**config.mk**
```make
export PLATFORM = sky130hd
export DESIGN_NAME = tacho_window_sequencer_flat
export DESIGN_NICKNAME = d
export VERILOG_FILES = /design/src/rtl/tacho_pkg.sv /design/src/rtl/tacho_window_sequencer_if.sv /design/src/rtl/tacho_pulse_conditioner.sv /design/src/rtl/tacho_window_sequencer.sv /design/src/flat_wrapper.sv
export SDC_FILE = /design/constraint.sdc
export NUM_CORES = 1
export LEC_CHECK = 0
export ABC_CLOCK_PERIOD_IN_PS = 9200
export BUFFER_PORTS_ARGS = -buffer_cell sky130_fd_sc_hd__buf_2
export CORE_UTILIZATION = 40
export CTS_CLUSTER_DIAMETER = 120
export DETAILED_ROUTE_END_ITERATION = 10
export SYNTH_ARGS = -nofsm -noshare
export SYNTH_HDL_FRONTEND = slang
export SYNTH_SLANG_ARGS = --single-unit
```
**constraint.sdc**
```tcl
create_clock -name clk -period 9.2 [get_ports clk]
set_input_delay 1.84 -clock clk [delete_from_list [all_inputs] [get_ports clk]]
set_output_delay 1.84 -clock clk [all_outputs]
set_load 0.02 [all_outputs]
```
**src/rtl/tacho_pkg.sv**
```systemverilog
// Shared types and helpers for the tachometer window sequencer.
package tacho_pkg;

  localparam int DEF_WINDOW_CYCLES = 100_000_000;
  localparam int DEF_CNT_W         = 16;

  typedef enum logic {G_IDLE, G_GATE} gate_state_t;
  typedef enum logic {A_OK,   A_ON}   alarm_state_t;

  // Saturating subtract (floors at zero); callers keep widths <= 32.
  function automatic logic [31:0] sat_sub(input logic [31:0] a, input logic [31:0] b);
    return (a > b) ? (a - b) : 32'd0;
  endfunction

endpackage

```
**src/rtl/tacho_window_sequencer_if.sv**
```systemverilog
// Control/result bus between the tachometer sequencer and the top level.
interface tacho_window_sequencer_if #(parameter int CNT_W = 16);
  logic             enable;
  logic [CNT_W-1:0] threshold;
  logic [CNT_W-1:0] hyst;
  logic             tick;
  logic             done;
  logic [CNT_W-1:0] count_out;
  logic             overflow;
  logic             led;
  logic             buzzer;

  modport master (output enable, threshold, hyst,
                  input  tick, done, count_out, overflow, led, buzzer);
  modport slave  (input  enable, threshold, hyst,
                  output tick, done, count_out, overflow, led, buzzer);
endinterface

```
**src/rtl/tacho_pulse_conditioner.sv**
```systemverilog
// Hall input conditioning: 2-FF sync, level debounce, 1-cycle rising-edge event.
module tacho_pulse_conditioner #(
  parameter int DEBOUNCE_CYCLES = 4
) (
  input  logic clk,
  input  logic rst_n,
  input  logic pulse_in,
  output logic evt
);
  localparam int DB_W = $clog2(DEBOUNCE_CYCLES + 1);

  logic [1:0]      sync;
  logic            level;
  logic [DB_W-1:0] db_cnt;

  // Accept a new level only after DEBOUNCE_CYCLES consecutive differing samples;
  // evt fires in the same edge that accepts a low->high change.
  always_ff @(posedge clk or negedge rst_n) begin
    if (!rst_n) begin
      sync   <= '0;
      level  <= 1'b0;
      db_cnt <= '0;
      evt    <= 1'b0;
    end else begin
      sync <= {sync[0], pulse_in};
      evt  <= 1'b0;
      if (sync[1] == level) begin
        db_cnt <= '0;
      end else if (db_cnt == DB_W'(DEBOUNCE_CYCLES - 1)) begin
        level  <= sync[1];
        db_cnt <= '0;
        evt    <= sync[1];
      end else begin
        db_cnt <= db_cnt + DB_W'(1);
      end
    end
  end
endmodule

```
**src/rtl/tacho_window_sequencer.sv**
```systemverilog
// Gate-window pulse counter with confirmed, hysteretic over-speed alarm.
module tacho_window_sequencer
  import tacho_pkg::*;
#(
  parameter int WINDOW_CYCLES   = DEF_WINDOW_CYCLES,
  parameter int CNT_W           = DEF_CNT_W,
  parameter int DEBOUNCE_CYCLES = 4,
  parameter int CONFIRM_WINDOWS = 2,
  parameter int BUZZ_DIV        = 50_000
) (
  input  logic                     clk,
  input  logic                     rst_n,
  input  logic                     pulse_in,
  tacho_window_sequencer_if.slave  bus
);
  localparam int WIN_W  = $clog2(WINDOW_CYCLES);
  localparam int CONF_W = $clog2(CONFIRM_WINDOWS + 1);
  localparam int BZ_W   = $clog2(BUZZ_DIV + 1);
  localparam logic [CNT_W-1:0] CNT_MAX = '1;

  logic             evt;
  gate_state_t      gstate;
  alarm_state_t     astate;
  logic [WIN_W-1:0] win_cnt;
  logic [CNT_W-1:0] pcnt, thr_l, hyst_l, count_r;
  logic             povf, tick_r, done_r, ovf_r, led_r, buzz_r;
  logic [CONF_W-1:0] conf;
  logic [BZ_W-1:0]  bz_cnt;

  tacho_pulse_conditioner #(.DEBOUNCE_CYCLES(DEBOUNCE_CYCLES)) u_cond (
    .clk      (clk),
    .rst_n    (rst_n),
    .pulse_in (pulse_in),
    .evt      (evt)
  );

  logic             last_cyc, gate_run, hi, lo;
  logic [CNT_W-1:0] pcnt_nxt, clr_lvl;
  logic             povf_nxt;

  assign gate_run = (gstate == G_GATE) && bus.enable;
  assign last_cyc = (win_cnt == WIN_W'(WINDOW_CYCLES - 1));
  assign pcnt_nxt = (evt && (pcnt != CNT_MAX)) ? pcnt + CNT_W'(1) : pcnt;
  assign povf_nxt = povf | (evt & (pcnt == CNT_MAX));
  assign clr_lvl  = CNT_W'(sat_sub(32'(thr_l), 32'(hyst_l)));
  assign hi       = ovf_r | (count_r >= thr_l);
  assign lo       = ~ovf_r & (count_r < clr_lvl);

  // Gate FSM: back-to-back windows, pulse counting, result publish on wrap.
  always_ff @(posedge clk or negedge rst_n) begin
    if (!rst_n) begin
      gstate  <= G_IDLE;
      win_cnt <= '0;
      pcnt    <= '0;
      povf    <= 1'b0;
      thr_l   <= '0;
      hyst_l  <= '0;
      tick_r  <= 1'b0;
      done_r  <= 1'b0;
      count_r <= '0;
      ovf_r   <= 1'b0;
    end else begin
      tick_r <= 1'b0;
      done_r <= 1'b0;
      case (gstate)
        G_IDLE: if (bus.enable) begin
          gstate  <= G_GATE;
          win_cnt <= '0;
          pcnt    <= '0;
          povf    <= 1'b0;
          tick_r  <= 1'b1;
        end
        G_GATE: if (!bus.enable) begin
          // Abort: the partial window is dropped, count_out keeps its last value.
          gstate  <= G_IDLE;
          win_cnt <= '0;
          pcnt    <= '0;
          povf    <= 1'b0;
        end else begin
          if (win_cnt == '0) begin
            thr_l  <= bus.threshold;
            hyst_l <= bus.hyst;
          end
          if (last_cyc) begin
            // An evt in the following (done) cycle counts into the new window.
            win_cnt <= '0;
            tick_r  <= 1'b1;
            done_r  <= 1'b1;
            count_r <= pcnt_nxt;
            ovf_r   <= povf_nxt;
            pcnt    <= '0;
            povf    <= 1'b0;
          end else begin
            win_cnt <= win_cnt + WIN_W'(1);
            pcnt    <= pcnt_nxt;
            povf    <= povf_nxt;
          end
        end
        default: gstate <= G_IDLE;
      endcase
    end
  end

  // Alarm FSM: N consecutive hi windows to raise, N consecutive lo windows to clear; buzzer tone.
  always_ff @(posedge clk or negedge rst_n) begin
    if (!rst_n) begin
      astate <= A_OK;
      conf   <= '0;
      led_r  <= 1'b0;
      buzz_r <= 1'b0;
      bz_cnt <= '0;
    end else if (!gate_run) begin
      astate <= A_OK;
      conf   <= '0;
      led_r  <= 1'b0;
      buzz_r <= 1'b0;
      bz_cnt <= '0;
    end else begin
      if (astate == A_ON) begin
        if (bz_cnt == BZ_W'(BUZZ_DIV - 1)) begin
          bz_cnt <= '0;
          buzz_r <= ~buzz_r;
        end else begin
          bz_cnt <= bz_cnt + BZ_W'(1);
        end
      end
      if (done_r) begin
        case (astate)
          A_OK: if (!hi) conf <= '0;
                else if (conf == CONF_W'(CONFIRM_WINDOWS - 1)) begin
                  astate <= A_ON;
                  conf   <= '0;
                  led_r  <= 1'b1;
                  buzz_r <= 1'b1;
                  bz_cnt <= '0;
                end else conf <= conf + CONF_W'(1);
          A_ON: if (!lo) conf <= '0;
                else if (conf == CONF_W'(CONFIRM_WINDOWS - 1)) begin
                  astate <= A_OK;
                  conf   <= '0;
                  led_r  <= 1'b0;
                  buzz_r <= 1'b0;
                  bz_cnt <= '0;
                end else conf <= conf + CONF_W'(1);
          default: astate <= A_OK;
        endcase
      end
    end
  end

  assign bus.tick      = tick_r;
  assign bus.done      = done_r;
  assign bus.count_out = count_r;
  assign bus.overflow  = ovf_r;
  assign bus.led       = led_r;
  assign bus.buzzer    = buzz_r;
endmodule

```
**src/flat_wrapper.sv**
```systemverilog
// flat-port wrapper written by rule: the top's interface ports become plain ports
module tacho_window_sequencer_flat import tacho_pkg::*;
#(
  parameter int WINDOW_CYCLES   = DEF_WINDOW_CYCLES,
  parameter int CNT_W           = DEF_CNT_W,
  parameter int DEBOUNCE_CYCLES = 4,
  parameter int CONFIRM_WINDOWS = 2,
  parameter int BUZZ_DIV        = 50_000
)
  (clk, rst_n, pulse_in, bus_enable, bus_threshold, bus_hyst, bus_tick, bus_done, bus_count_out, bus_overflow, bus_led, bus_buzzer);
  tacho_window_sequencer_if #(.CNT_W(CNT_W)) bus_i ();
  input  logic clk;
  input  logic rst_n;
  input  logic pulse_in;
  input wire logic [$bits(bus_i.enable)-1:0] bus_enable;
  input wire logic [$bits(bus_i.threshold)-1:0] bus_threshold;
  input wire logic [$bits(bus_i.hyst)-1:0] bus_hyst;
  output wire logic [$bits(bus_i.tick)-1:0] bus_tick;
  output wire logic [$bits(bus_i.done)-1:0] bus_done;
  output wire logic [$bits(bus_i.count_out)-1:0] bus_count_out;
  output wire logic [$bits(bus_i.overflow)-1:0] bus_overflow;
  output wire logic [$bits(bus_i.led)-1:0] bus_led;
  output wire logic [$bits(bus_i.buzzer)-1:0] bus_buzzer;
  assign bus_i.enable = bus_enable;
  assign bus_i.threshold = bus_threshold;
  assign bus_i.hyst = bus_hyst;
  assign bus_tick = bus_i.tick;
  assign bus_done = bus_i.done;
  assign bus_count_out = bus_i.count_out;
  assign bus_overflow = bus_i.overflow;
  assign bus_led = bus_i.led;
  assign bus_buzzer = bus_i.buzzer;
  tacho_window_sequencer #(.WINDOW_CYCLES(WINDOW_CYCLES), .CNT_W(CNT_W), .DEBOUNCE_CYCLES(DEBOUNCE_CYCLES), .CONFIRM_WINDOWS(CONFIRM_WINDOWS), .BUZZ_DIV(BUZZ_DIV)) u_core (.clk(clk), .rst_n(rst_n), .pulse_in(pulse_in), .bus(bus_i));
endmodule
```
==> flow_metrics.tcl <==
set metrics [dict create \
    powerDensity_nw_per_um2 201 \
    first_pass_iters 4 \
    cts_tree "built" \
    synth_fp_nets 912 \
    drc_errors 0 \
    dr_total_vias 6078 \
    hp-class "flop to flop" \
    setup_viol 0 \
    slew_violations 0 \
    postSynthCellCount 823 \
    start_kind "flop" \
    grt_max_degree 70 \
    fin_crit_ns 4.91 \
    yosysSeqAreaShare_pct 40.4 \
    multi_input_area_sq_um 4210 \
    yosysWarningCount 0 \
    rsz0062_at_grt "no" \
    dp_hpwl_um 12400 \
    start_util_pct 41.0 \
    outcome "complete, no violations" \
    p_leak_nw 3.97 \
    layout-drive-gt1-share_pct 15.0 \
    grt_overflow 0 \
    synth_top_area_share_pct 40.4 \
    holdBufCountCts 0 \
    critPathKind "flop to flop" \
    synth_ff_type "dfrtp_1" \
    synth_edf_count 0 \
    finalClockSkew_ns 0.00572 \
    period_share_pct 53.4 \
    yosysUniqueCellTypes 66 \
    yosysTopAreaCell "dfrtp_1" \
    grt_pass1_wl_um 30300 \
    post_cts_buffers 0 \
    final_cell_mix "dfrtp_1 (124), nand2_1 (109), o21ai_0 (101), buf_2 (55), ha_1 (52)" \
    end_kind "flop" \
    antenna_found_initial 0 \
    clkTransAtPathRegs_ns 0.05 \
    rr_worst_depth 17 \
    clock-sinks 124 \
    critPathRequiredTime_ns 9.42 \
    ir_drop_uv 132 \
    ys_seq_elements 124 \
    fin_nets 956 \
    antenna_cells 0 \
    die_w_um 141 \
    rows 50 \
    max_cap_viol_count 0 \
    whs_ns 0.345 \
    final_common_cell "dfrtp_1" \
    crit_arrival_ns 5.13 \
    routabilityCongestion 0.829 \
    synth.avg_cell_area_sq_um 9.34 \
    htree_levels 4 \
    min_path_cells 0 \
    core_area_sq_um 18800 \
    worst_pin_slew_ns 1.13 \
    gr-usage-all-layers_pct 19.0 \
    clock.fmax_mhz 204 \
    finalHoldViolations 0 \
    max_slew_margin_pct 24.4 \
    post_cts_resized 0 \
    root_buffer "clkbuf_16" \
    drt_iter0_drc 323 \
    portBuffers 56 \
    areaGrowthSynthToFinish_pct 12.8 \
    ioPinCount 57 \
    crit_fanout 19 \
    clk_path_buf_depth 2 \
    synthArstFlopShare_pct 100 \
    regArea_sq_um 3100 \
    dieArea_sq_um 19800 \
    fin_setup_tns_ns 0 \
    n_fill_cell 1807 \
    synthTopCellsByArea "dfrtp_1 (40%), ha_1 (8.5%), o21ai_0 (6.6%)" \
    vias_per_cell 5.46 \
    ant_nets 0 \
    insertion_delay_ns 0.41 \
    drt_wl_total_um 17500 \
    grt_pass1_vias 5957 \
    syn-cell-area_sq_um 7690 \
    cts_buffers 17 \
    die_h_um 141 \
    wl_per_cell_um 15.7 \
]
==> routing by layer <==
metal | GRT usage [%] | vias up | part of all wire [%]
li1 | - | 3067 | -
met5 | 0 | - | 0
met3 | 3.94 | 6 | 3.3
met1 | 27.9 | 2917 | 52
met2 | 28.9 | 88 | 44
met4 | 4.06 | 0 | 0.46
==> synth_stat cells (all sizes together) (2+ instances only) <==
| cell | n |
|---|---|
| a221o | 2 |
| nand2 | 111 |
| nor4 | 7 |
| and3 | 18 |
| xor2 | 27 |
| a21boi | 2 |
| a2111oi | 17 |
| buf | 19 |
| nor3 | 12 |
| or3 | 3 |
| nand4 | 18 |
| nand3 | 29 |
| inv | 46 |
| and4 | 12 |
| or2 | 2 |
| dfrtp | 124 |
| ha | 52 |
| nor4b | 2 |
| and3b | 3 |
| a21oi | 31 |
| o22ai | 3 |
| mux2 | 17 |
| nor3b | 5 |
| a21o | 8 |
| mux2i | 6 |
| o31ai | 12 |
| clkbuf | 18 |
| o21ai | 106 |
| o211ai | 3 |
| a31oi | 10 |
| and2 | 13 |
| a211oi | 10 |
| nor2b | 5 |
| nor2 | 28 |
| xnor2 | 24 |
| o21a | 6 |
==> flip-flops by register name, indices dropped and copies added, names as in the netlist <==
signal / count
u_core.u_cond.evt: 1
u_core.u_cond.level: 1
u_core.bz_cnt: 16
u_core.bus.buzzer: 1
u_core.astate: 1
u_core.bus.count_out: 16
u_core.pcnt: 16
u_core.bus.done: 1
u_core.bus.overflow: 1
u_core.conf: 2
u_core.gstate: 1
u_core.bus.tick: 1
u_core.povf: 1
u_core.win_cnt: 27
u_core.thr_l: 16
u_core.u_cond.sync: 2
u_core.hyst_l: 16
u_core.u_cond.db_cnt: 3
u_core.bus.led: 1
==> final cells by class <==
| type | count | share of cell area (%) |
|---|---|---|
| multi-input cells | 616 | 48.6 |
| clock buffers | 23 | 5.40 |
| repair buffers | 62 | 3.78 |
| well taps | 234 | 3.38 |
| clock inverters | 8 | 1.07 |
| inverters | 46 | 1.99 |
| flip-flops and latches | 124 | 35.8 |
==> kinds of logic (layout without fill, tap and decap cells) <==
group | Yosys count | in the layout | synth area share [%]
adders and majority gates | 53 | 53 | 8.72
AOI/OAI and AO/OA | 220 | 220 | 18.8
muxes | 23 | 23 | 3.27
DFF | 124 | 124 | 40.4
xor gates and xnor gates | 51 | 51 | 5.81
and+or+nand+nor | 269 | 269 | 18.0
buffers and inverters | 83 | 139 | 5.01
==> stage by stage <==
stage                     setup slack [ns]  utilization (%)  cells  instance area (sq um)  power [mW]
after CTS                             4.26             46.2   1113                   8670        1.76
after global placement                4.47             43.2   1082                   8110        1.11
after detailed placement              4.28             43.2   1082                   8110        1.11
final                                 4.29             46.2   1113                   8670        1.74
after global routing                  3.68             46.2   1113                   8670        1.86
after floorplan                       5.17                -    823                   7690       0.988
==> worst max-delay path, stage by stage, from the launching register on <==
cell and delay, ns:
dfrtp_1 0.35, inv_1 0.06, ha_1 0.19, inv_1 0.07
fa_1 0.25, a211oi_2 0.10, o21ai_1 0.25, a21o_1 0.22
a21oi_1 0.15, nor2_1 0.59, o311ai_0 0.32, ha_1 0.36
a21oi_1 0.14, o21ai_0 0.12, a2111oi_2 0.53, nand3_1 0.20
o21ai_4 0.57, a2111oi_0 0.24
==> worst paths after layout <==
check | from | end | slack (ns)
min in group asynchronous | rst_n | u_core.bz_cnt[8]$_DFF_PN0_ | 1.56
worst min register to register | u_core.u_cond.sync[0]$_DFF_PN0_ | u_core.u_cond.sync[1]$_DFF_PN0_ | 0.34
worst min-delay path | u_core.u_cond.sync[0]$_DFF_PN0_ | u_core.u_cond.sync[1]$_DFF_PN0_ | 0.34
worst max-delay path | u_core.thr_l[0]$_DFFE_PN0P_ | u_core.bz_cnt[1]$_DFF_PN0_ | 4.29
max in group asynchronous | rst_n | u_core.bus.count_out[5]$_DFFE_PN0P_ | 6.38
worst max register to register | u_core.thr_l[0]$_DFFE_PN0P_ | u_core.bz_cnt[1]$_DFF_PN0_ | 4.29
==> report_power, final <==
group	switching, mW	internal [mW]	leakage (nW)
Combinational	0.297	0.199	2.04
Sequential	0.0191	0.585	1.66
Clock	0.236	0.409	0.277
Total	0.552	1.19	3.97
Power figures use the tool's default switching activity.
